$ cat config.mk
export PLATFORM = sky130hd
export DESIGN_NAME = piano_sequencer_flat
export DESIGN_NICKNAME = d
export VERILOG_FILES = /design/src/rtl/piano_sequencer_if.sv /design/src/rtl/piano_sequencer.sv /design/src/flat_wrapper.sv
export SDC_FILE = /design/constraint.sdc
export NUM_CORES = 2
export LEC_CHECK = 0
export BUFFER_PORTS_ARGS = -buffer_cell sky130_fd_sc_hd__buf_2
export CAP_MARGIN = 20
export CELL_PAD_IN_SITES_DETAIL_PLACEMENT = 2
export CELL_PAD_IN_SITES_GLOBAL_PLACEMENT = 2
export CORE_MARGIN = 3
export CORE_UTILIZATION = 49
export CTS_CLUSTER_SIZE = 20
export DETAILED_ROUTE_END_ITERATION = 10
export MAX_ROUTING_LAYER = met4
export PLACE_DENSITY_LB_ADDON = 0.1
export SETUP_SLACK_MARGIN = 0.02
export SLEW_MARGIN = 0
export SYNTH_ARGS = -nofsm -noshare
export SYNTH_HDL_FRONTEND = slang
export SYNTH_SLANG_ARGS = --single-unit
$ cat constraint.sdc
create_clock -name clk -period 64.1 [get_ports clk]
set_clock_uncertainty 0.15 [all_clocks]
set_input_delay 12.82 -clock clk [delete_from_list [all_inputs] [get_ports clk]]
set_output_delay 12.82 -clock clk [all_outputs]
set_load 0.005 [all_outputs]
$ cat src/rtl/piano_sequencer_if.sv
// piano_sequencer_if
//   Bundles the debounced player controls going into the sequencer and the
//   note/status signals coming out of it. The clock and reset stay outside
//   the bundle as plain ports.
//
//   master modport : the input stage side (drives tick, switches, octave,
//                    toggle_pb, clear; observes tone and status outputs)
//   slave modport  : the sequencer side
//
//   Signals:
//     tick          one-cycle sample/playback strobe
//     note_switches debounced note levels, bit0=C .. bit6=B
//     octave        current octave, 1..7
//     toggle_pb     debounced level, rising edge requests a mode toggle
//     clear         debounced level, rising edge erases the recording
//     note_out      note code to the tone generator, 0=rest, 1..7=C..B
//     octave_out    octave to the tone generator
//     pb_mode       high while playing back
//     full          high when the buffer holds DEPTH entries
//     count         number of valid entries, 0..DEPTH
interface piano_sequencer_if #(
  parameter int ADDR_W = 8
);
  logic              tick;
  logic [6:0]        note_switches;
  logic [2:0]        octave;
  logic              toggle_pb;
  logic              clear;
  logic [2:0]        note_out;
  logic [2:0]        octave_out;
  logic              pb_mode;
  logic              full;
  logic [ADDR_W:0]   count;

  modport master (
    output tick, note_switches, octave, toggle_pb, clear,
    input  note_out, octave_out, pb_mode, full, count
  );

  modport slave (
    input  tick, note_switches, octave, toggle_pb, clear,
    output note_out, octave_out, pb_mode, full, count
  );
endinterface

$ cat src/rtl/piano_sequencer.sv
// piano_sequencer
//   Record/playback controller for the note buffer. On each tick it either
//   records {octave, note} into the buffer (REC_IDLE arms on the first
//   non-rest note, REC records every tick including rests) or replays one
//   stored entry per tick (PLAY). Outside PLAY the tone outputs follow the
//   live input with one cycle of latency.
//
//   Ports:
//     clk    system clock
//     rst_n  synchronous active-low reset, sampled on the rising edge of clk
//     bus    piano_sequencer_if.slave carrying the controls and outputs
//
//   Optional feature:
//     PIANO_SEQ_LOOP_EN  when defined, playback loops back to entry 0 at the
//                        end of the sequence instead of returning to REC_IDLE.
module piano_sequencer #(
  parameter int DEPTH  = 256,
  parameter int ADDR_W = 8
) (
  input  logic             clk,
  input  logic             rst_n,
  piano_sequencer_if.slave bus
);

  typedef enum logic [1:0] {
    REC_IDLE = 2'd0,
    REC      = 2'd1,
    PLAY     = 2'd2
  } state_t;

  localparam logic [ADDR_W:0]   DEPTH_C    = (ADDR_W + 1)'(DEPTH);
  localparam logic [ADDR_W:0]   ONE_C      = {{ADDR_W{1'b0}}, 1'b1};
  localparam logic [ADDR_W:0]   ZERO_C     = {(ADDR_W + 1){1'b0}};
  localparam logic [ADDR_W-1:0] IDX_ZERO_C = {ADDR_W{1'b0}};

  // Lowest pressed switch wins; no switch pressed encodes a rest.
  function automatic logic [2:0] enc_note(input logic [6:0] sw);
    logic [2:0] code;
    casez (sw)
      7'b??????1: code = 3'd1;
      7'b?????10: code = 3'd2;
      7'b????100: code = 3'd3;
      7'b???1000: code = 3'd4;
      7'b??10000: code = 3'd5;
      7'b?100000: code = 3'd6;
      7'b1000000: code = 3'd7;
      default:    code = 3'd0;
    endcase
    return code;
  endfunction

  state_t            state_r, state_nxt_s;
  logic [ADDR_W:0]   count_r, count_nxt_s, count_inc_s;
  logic              full_r, full_nxt_s;
  logic [ADDR_W-1:0] rd_idx_r, rd_idx_nxt_s;
  // Set once the last valid entry has been output; lets a full buffer
  // (count==DEPTH) end playback even though rd_idx cannot hold DEPTH.
  logic              rd_done_r, rd_done_nxt_s;
  logic [ADDR_W:0]   rd_base_s, rd_pos_s;
  logic [ADDR_W-1:0] pf_addr_s;
  logic [2:0]        note_out_r, note_nxt_s;
  logic [2:0]        octave_out_r, oct_nxt_s;
  logic              pb_mode_r;
  logic              toggle_prev_r, toggle_rise_r;
  logic              clear_prev_r, clear_rise_r;
  logic              wr_en_s, load_s;
  logic [2:0]        live_note_s;
  logic [5:0]        wr_data_s;
  logic [5:0]        rd_data_r;
  logic [5:0]        mem_r [DEPTH];

  assign live_note_s = enc_note(bus.note_switches);
  assign wr_data_s   = {bus.octave, live_note_s};

  // Next-state, index, write-enable and tone-output selection.
  always_comb begin
    state_nxt_s   = state_r;
    count_nxt_s   = count_r;
    full_nxt_s    = full_r;
    rd_idx_nxt_s  = rd_idx_r;
    rd_done_nxt_s = rd_done_r;
    wr_en_s       = 1'b0;
    load_s        = 1'b0;
    note_nxt_s    = note_out_r;
    oct_nxt_s     = octave_out_r;
    count_inc_s   = count_r + ONE_C;
    // After the end of the sequence the next read position restarts at 0.
    rd_base_s     = rd_done_r ? ZERO_C : {1'b0, rd_idx_r};
    rd_pos_s      = rd_base_s + ONE_C;

    // A tick in the same cycle as a clear or toggle rise is dropped.
    if (clear_rise_r) begin
      state_nxt_s   = REC_IDLE;
      count_nxt_s   = ZERO_C;
      full_nxt_s    = 1'b0;
      rd_idx_nxt_s  = IDX_ZERO_C;
      rd_done_nxt_s = 1'b0;
    end else if (toggle_rise_r) begin
      case (state_r)
        REC_IDLE, REC: begin
          if (count_r != ZERO_C) begin
            state_nxt_s   = PLAY;
            rd_idx_nxt_s  = IDX_ZERO_C;
            rd_done_nxt_s = 1'b0;
          end else begin
            state_nxt_s = REC_IDLE;
          end
        end
        PLAY:    state_nxt_s = REC_IDLE;
        default: state_nxt_s = REC_IDLE;
      endcase
    end else if (bus.tick) begin
      case (state_r)
        REC_IDLE: begin
          if ((live_note_s != 3'd0) && !full_r) begin
            wr_en_s = 1'b1;
          end else begin
            wr_en_s = 1'b0;
          end
        end
        REC: begin
          if (!full_r) begin
            wr_en_s = 1'b1;
          end else begin
            state_nxt_s = REC_IDLE;
          end
        end
        PLAY: begin
`ifdef PIANO_SEQ_LOOP_EN
          load_s        = 1'b1;
          rd_idx_nxt_s  = rd_pos_s[ADDR_W-1:0];
          rd_done_nxt_s = (rd_pos_s == count_r);
`else
          if (rd_done_r) begin
            state_nxt_s = REC_IDLE;
          end else begin
            load_s        = 1'b1;
            rd_idx_nxt_s  = rd_pos_s[ADDR_W-1:0];
            rd_done_nxt_s = (rd_pos_s == count_r);
          end
`endif
        end
        default: state_nxt_s = REC_IDLE;
      endcase

      if (wr_en_s) begin
        count_nxt_s = count_inc_s;
        if (count_inc_s == DEPTH_C) begin
          full_nxt_s  = 1'b1;
          state_nxt_s = REC_IDLE;
        end else begin
          state_nxt_s = REC;
        end
      end else begin
        count_nxt_s = count_r;
      end
    end else begin
      state_nxt_s = state_r;
    end

    // Outputs: live outside PLAY, 0/0 on PLAY entry, else loaded or held.
    if (state_nxt_s != PLAY) begin
      note_nxt_s = live_note_s;
      oct_nxt_s  = bus.octave;
    end else if (state_r != PLAY) begin
      note_nxt_s = 3'd0;
      oct_nxt_s  = 3'd0;
    end else if (load_s) begin
      note_nxt_s = rd_data_r[2:0];
      oct_nxt_s  = rd_data_r[5:3];
    end else begin
      note_nxt_s = note_out_r;
      oct_nxt_s  = octave_out_r;
    end

    // Read-ahead address: the entry the next playback tick will output.
    pf_addr_s = rd_done_nxt_s ? IDX_ZERO_C : rd_idx_nxt_s;
  end

  // Mode state, indices, edge detectors and registered outputs.
  always_ff @(posedge clk) begin
    if (!rst_n) begin
      state_r       <= REC_IDLE;
      count_r       <= ZERO_C;
      full_r        <= 1'b0;
      rd_idx_r      <= IDX_ZERO_C;
      rd_done_r     <= 1'b0;
      note_out_r    <= 3'd0;
      octave_out_r  <= 3'd0;
      pb_mode_r     <= 1'b0;
      toggle_prev_r <= 1'b0;
      toggle_rise_r <= 1'b0;
      clear_prev_r  <= 1'b0;
      clear_rise_r  <= 1'b0;
    end else begin
      state_r       <= state_nxt_s;
      count_r       <= count_nxt_s;
      full_r        <= full_nxt_s;
      rd_idx_r      <= rd_idx_nxt_s;
      rd_done_r     <= rd_done_nxt_s;
      note_out_r    <= note_nxt_s;
      octave_out_r  <= oct_nxt_s;
      pb_mode_r     <= (state_nxt_s == PLAY);
      toggle_prev_r <= bus.toggle_pb;
      toggle_rise_r <= bus.toggle_pb & ~toggle_prev_r;
      clear_prev_r  <= bus.clear;
      clear_rise_r  <= bus.clear & ~clear_prev_r;
    end
  end

  // Note buffer storage and read-ahead register (contents are never reset).
  always_ff @(posedge clk) begin
    if (rst_n && wr_en_s) begin
      mem_r[count_r[ADDR_W-1:0]] <= wr_data_s;
    end
    rd_data_r <= mem_r[pf_addr_s];
  end

  assign bus.note_out   = note_out_r;
  assign bus.octave_out = octave_out_r;
  assign bus.pb_mode    = pb_mode_r;
  assign bus.full       = full_r;
  assign bus.count      = count_r;

endmodule

$ cat src/flat_wrapper.sv
// flat-port wrapper written by rule: the top's interface ports become plain ports
module piano_sequencer_flat 
#(
  parameter int DEPTH  = 256,
  parameter int ADDR_W = 8
)
  (clk, rst_n, bus_tick, bus_note_switches, bus_octave, bus_toggle_pb, bus_clear, bus_note_out, bus_octave_out, bus_pb_mode, bus_full, bus_count);
  piano_sequencer_if #(.ADDR_W(ADDR_W)) bus_i ();
  input  logic clk;
  input  logic rst_n;
  input wire logic [$bits(bus_i.tick)-1:0] bus_tick;
  input wire logic [$bits(bus_i.note_switches)-1:0] bus_note_switches;
  input wire logic [$bits(bus_i.octave)-1:0] bus_octave;
  input wire logic [$bits(bus_i.toggle_pb)-1:0] bus_toggle_pb;
  input wire logic [$bits(bus_i.clear)-1:0] bus_clear;
  output wire logic [$bits(bus_i.note_out)-1:0] bus_note_out;
  output wire logic [$bits(bus_i.octave_out)-1:0] bus_octave_out;
  output wire logic [$bits(bus_i.pb_mode)-1:0] bus_pb_mode;
  output wire logic [$bits(bus_i.full)-1:0] bus_full;
  output wire logic [$bits(bus_i.count)-1:0] bus_count;
  assign bus_i.tick = bus_tick;
  assign bus_i.note_switches = bus_note_switches;
  assign bus_i.octave = bus_octave;
  assign bus_i.toggle_pb = bus_toggle_pb;
  assign bus_i.clear = bus_clear;
  assign bus_note_out = bus_i.note_out;
  assign bus_octave_out = bus_i.octave_out;
  assign bus_pb_mode = bus_i.pb_mode;
  assign bus_full = bus_i.full;
  assign bus_count = bus_i.count;
  piano_sequencer #(.DEPTH(DEPTH), .ADDR_W(ADDR_W)) u_core (.clk(clk), .rst_n(rst_n), .bus(bus_i));
endmodule
[Word-level counts from Yosys, hierarchy flattened]
Memories as Yosys holds them, arrays and structs flattened. A register that Yosys moved wholly into a read port is not among the register bits.
Cells that the tools add are included.
Widths: inputs -> output; s select.
Word-level totals
  bits in writable memories: 1536
  flip-flop bits (word level): 32
  memories kept: 1
  output and inout bits: 17
Memory list
  u_core.mem_r: words 256, width 6, rd ports 1, clocked after Yosys merged registers in 1, write ports 1, line piano_sequencer.sv:70  | logic [5:0] mem_r [DEPTH];
Cells by class
  $add $sub $neg: 2
  mux-type cells: 49
  equal/unequal tests: 13
  bitwise logic cells: 6
  reductions and logical operators: 11
Operator list (count)
  $mux 8: 9
  $mux 1: 23
  $pmux 3 s7: 1
  $add 9x1->9 const B: 2
  $mux 3: 6
  $mux 2: 8
  $eq 9x9->1: 1
  $eq 9x9->1 const B: 1
  $reduce_bool 9->1: 1
  $eq 7x7->1 const B: 1
  $eq 2x2->1 const B: 3
  $eq 6x6->1 const B: 1
  $pmux 2 s3: 1
  $reduce_bool 3->1: 2
  $eq 5x5->1 const B: 1
  $eq 4x4->1 const B: 1
  $ne 2x2->1 const B: 2
  $not 1->1: 4
  $reduce_and 4->1: 1
  $reduce_or 2->1: 2
  $eq 3x3->1 const B: 1
  $reduce_and 3->1: 1
  $and 1x1->1: 2
  $eq 2x1->1 const B: 1
  other kinds (4): 5

[Longest topological paths before layout]
  depth in word-level cells: 15
  mapped depth: 20

[Worst setup path after synthesis]
Ideal clock, no wire load.
  kind: in2reg
  start: input port bus_note_switches[4]
  end: memory u_core.mem_r[0][2] (data pin)
  stages on the path: 2
  path slack: 24.468 ns
  library setup time: 4.523 ns
  data arrival time: 34.960 ns
  cell sequence: nor2_1 a2111oi_0
On the way
  longest elaborated chain between the ends: 2
  elaborated cells on any way between the ends: 4
  those cells by class: eq/ne: 3; mux: 1
Ends and longest elaborated chain
  start, declared: line flat_wrapper.sv:12  | input wire logic [$bits(bus_i.note_switches)-1:0] bus_note_switches;
  $eq 7x7->1 (tied with other cells): line piano_sequencer.sv:39  | casez (sw)
  $pmux 3 s7 *: line piano_sequencer.sv:39
  via u_core.live_note_s[2]: line piano_sequencer.sv:67  | logic [2:0] live_note_s;
  end, declared: line piano_sequencer.sv:70
Mark *: on every way through the listed nets, which the timed path passes. The rest lies on a longest branch.

[Final worst setup path]
  start: input port bus_tick
  end: register u_core.rd_data_r[3] (read register of u_core.mem_r)
On the way
  longest elaborated chain between the ends: 4
  elaborated cells on any way between the ends: 7
  those cells by class: mux: 7
Ends and longest elaborated chain
  start, declared: line flat_wrapper.sv:11  | input wire logic [$bits(bus_i.tick)-1:0] bus_tick;
  $mux 8 or $mux 1 (tied branches): line piano_sequencer.sv:112  | end else if (bus.tick) begin
  $mux 8 or $mux 1 (tied branches): line piano_sequencer.sv:98  | end else if (toggle_rise_r) begin
  $mux 8 or $mux 1 (tied branches): line piano_sequencer.sv:92  | if (clear_rise_r) begin
  $mux 8 *: line piano_sequencer.sv:177  | pf_addr_s = rd_done_nxt_s ? IDX_ZERO_C : rd_idx_nxt_s;
  end, declared: line piano_sequencer.sv:69  | logic [5:0] rd_data_r;
Mark *: on every way between the ends. The rest lies on a longest branch, timed or not.
A chain may end at the register's enable or synchronous reset.

==> impl_metrics.tcl <==
set metrics [dict create \
    min_path_type "flip-flop to flip-flop" \
    clk_latency_ps 820 \
    drt_iter0_markers 6172 \
    ys_ff_latch 1574 \
    critPathMaxFanout 49 \
    totalWireLength_um 258000 \
    routed_via_density 6.94 \
    drv_cap 0 \
    power.total_mw 2.15 \
    clock-root-buffer "clkbuf_16" \
    syn-cell-area_um2 63100 \
    rows 131 \
    cts_tree "yes" \
    setup_viol 0 \
    path_class "primary input to flip-flop" \
    grt_max_degree 131 \
    status "finished, final reports clean" \
    required_ps 64610 \
    synth_cells 4624 \
    synth-edff-count 1536 \
    final_max_slew_viol_count 0 \
    routedWlPerCell_um 40.2 \
    postCtsSetupBuffers 0 \
    peakVddDrop_uv 30.5 \
    worstSetupEndpointType "flip-flop" \
    final_cell_mix "edfxtp_1 (1536), nand2_1 (816), nor2_1 (435)" \
    seq_area_frac_synth_pct 74.3 \
    dieWidth_um 365 \
    hold_viol 0 \
    io_pins 32 \
    cp.arrival_ps 18900 \
    start_kind "primary input" \
    drive_gt1_share_pct 8.99 \
    r2r_slack_ps 56690 \
    grt_util_all_layers_pct 39.9 \
    fmax_mhz 54.4 \
    core_um2 128000 \
    port_buffers 31 \
    ys_types 85 \
    vias 44600 \
    yosysWarnings 0 \
    async_flop_share_pct 0 \
    num-nets-final 4643 \
    grt_overflow_total 0 \
    die_area_um2 133000 \
    whs_ps 234 \
    cts.clk_slew.worst_paths_ps 60 \
    antenna_found_initial 14 \
    gp_congestion 0.867 \
    area_growth_pct 11.5 \
    cts_resized 0 \
    cts_made_buffers 163 \
    p_leak_nw 23.0 \
    n_fill_cell 11500 \
    syn_avg_cell_area_um2 13.7 \
    grt_pass1_wl_um 363000 \
    finalSetupTns_ps 0 \
    clock_path_buffers 3 \
    rsz0062_at_grt "no" \
    cts_sinks 1574 \
    worst_slew_pin_slew_ps 1470 \
    firstDrtPassIters 6 \
    start_util_pct 49.4 \
    ys_dominant_reg_cell "edfxtp_1" \
    die_h_um 365 \
    placed_area_um2 65100 \
    slew_headroom_pct 1.97 \
    fin_area_um2 70400 \
    timing.final.crit_share_pct 28.7 \
    synth_nets 4646 \
    finish.utilization_pct 55.1 \
    min_period_ps 18390 \
    final_common_cell "edfxtp_1" \
    grt_pass1_vias 47100 \
    route.detailed.drc 0 \
    htreeDepth 4 \
    power.density_nw_per_um2 30.5 \
    antenna_left 0 \
    hpwl_um 153000 \
    hold_buffers 0 \
]
-- synthesized netlist by cell type, types with 68 or more instances --
cell | count | area share (%)
nor2_1 | 437 | 2.6
edfxtp_1 | 1536 | 73
nand2_1 | 824 | 4.9
a31oi_1 | 146 | 1.4
o22ai_1 | 123 | 1.2
mux2i_1 | 153 | 2.4
o21ai_0 | 121 | 0.96
buf_2 | 110 | 0.87
a21oi_1 | 180 | 1.4
o221ai_1 | 68 | 0.94
nand3_1 | 170 | 1.3
clkbuf_1 | 145 | 0.86
-- registers in the layout, summed over array words and instances, names as in the netlist --
register	flops
u_core.mem_r	1536
u_core.bus.count	9
u_core.rd_idx_r	8
u_core.rd_data_r	6
u_core.bus.note_out	3
u_core.bus.octave_out	3
u_core.state_r	2
u_core.bus.full	1
u_core.bus.pb_mode	1
u_core.clear_prev_r	1
u_core.clear_rise_r	1
u_core.rd_done_r	1
u_core.toggle_prev_r	1
u_core.toggle_rise_r	1
-- power by group --
group,internal [mW],total [mW],leakage [nW],switching [mW]
logic,0.00903,0.0547,6.67,0.0457
registers,1.13,1.13,13.8,0.00263
clock network,0.542,0.960,2.53,0.418
total,1.68,2.15,23.0,0.466
-- metrics by stage --
stage	std cells	setup WS, ps
after floorplan	4624	24470
after global placement	6113	45080
after detailed placement	6115	45160
after CTS	6410	46000
after global routing	6419	45540
final	6421	45710
-- metal layers --
| layer | share of wire [%] | GRT usage (%) |
|---|---|---|
| met5 | 0 | - |
| met4 | 6.4 | 22.1 |
| met3 | 9.0 | 7.85 |
| met2 | 48 | 63.2 |
| met1 | 37 | 48.5 |
-- path summary, 6_finish.rpt --
| check | cells after the start | endpoint | startpoint |
|---|---|---|---|
| max | 16 | u_core.rd_data_r[3] | bus_tick |
| min | 1 | u_core.toggle_rise_r | u_core.toggle_prev_r |
| max reg2reg | 17 | u_core.rd_data_r[3] | u_core.bus.count[0] |
| min reg2reg | 1 | u_core.toggle_rise_r | u_core.toggle_prev_r |
-- cells by family (layout without fill, tap and decap cells) --
| family | Yosys count | count (layout) | share of synthesized area, % |
|---|---|---|---|
| and+or+nand+nor | 1637 | 1637 | 10.9 |
| DFF | 1574 | 1574 | 74.3 |
| AOI/OAI and AO/OA | 906 | 906 | 9.54 |
| buffers and inverters | 316 | 443 | 2.20 |
| muxes | 168 | 168 | 2.69 |
| xor gates and xnor gates | 16 | 16 | 0.222 |
| adders and majority gates | 7 | 7 | 0.139 |
| other | 0 | 8 | 0 |
-- critical path, stage by stage --
cell	delay, ps
buf_2	170
nand3b_1	120
mux2i_1	240
o32ai_4	240
buf_4	570
nand2_1	250
a21oi_4	490
buf_4	510
buf_4	650
nand2_1	850
o22ai_1	510
o21ai_1	120
nand2_1	150
a211oi_1	150
a211oi_1	810
nor4_1	140
-- final cells by class --
class,instances,area (µm²),area share [%]
flip-flops and latches,1574,46900,66.6
multi-input cells,2734,15100,21.4
clock buffers,222,4530,6.44
well taps,1662,2080,2.96
repair buffers,137,1070,1.52
clock inverters,73,658,0.935
inverters,11,41.3,0.0587
diodes,8,20.0,0.0285
(Power assumes the default switching activity.)
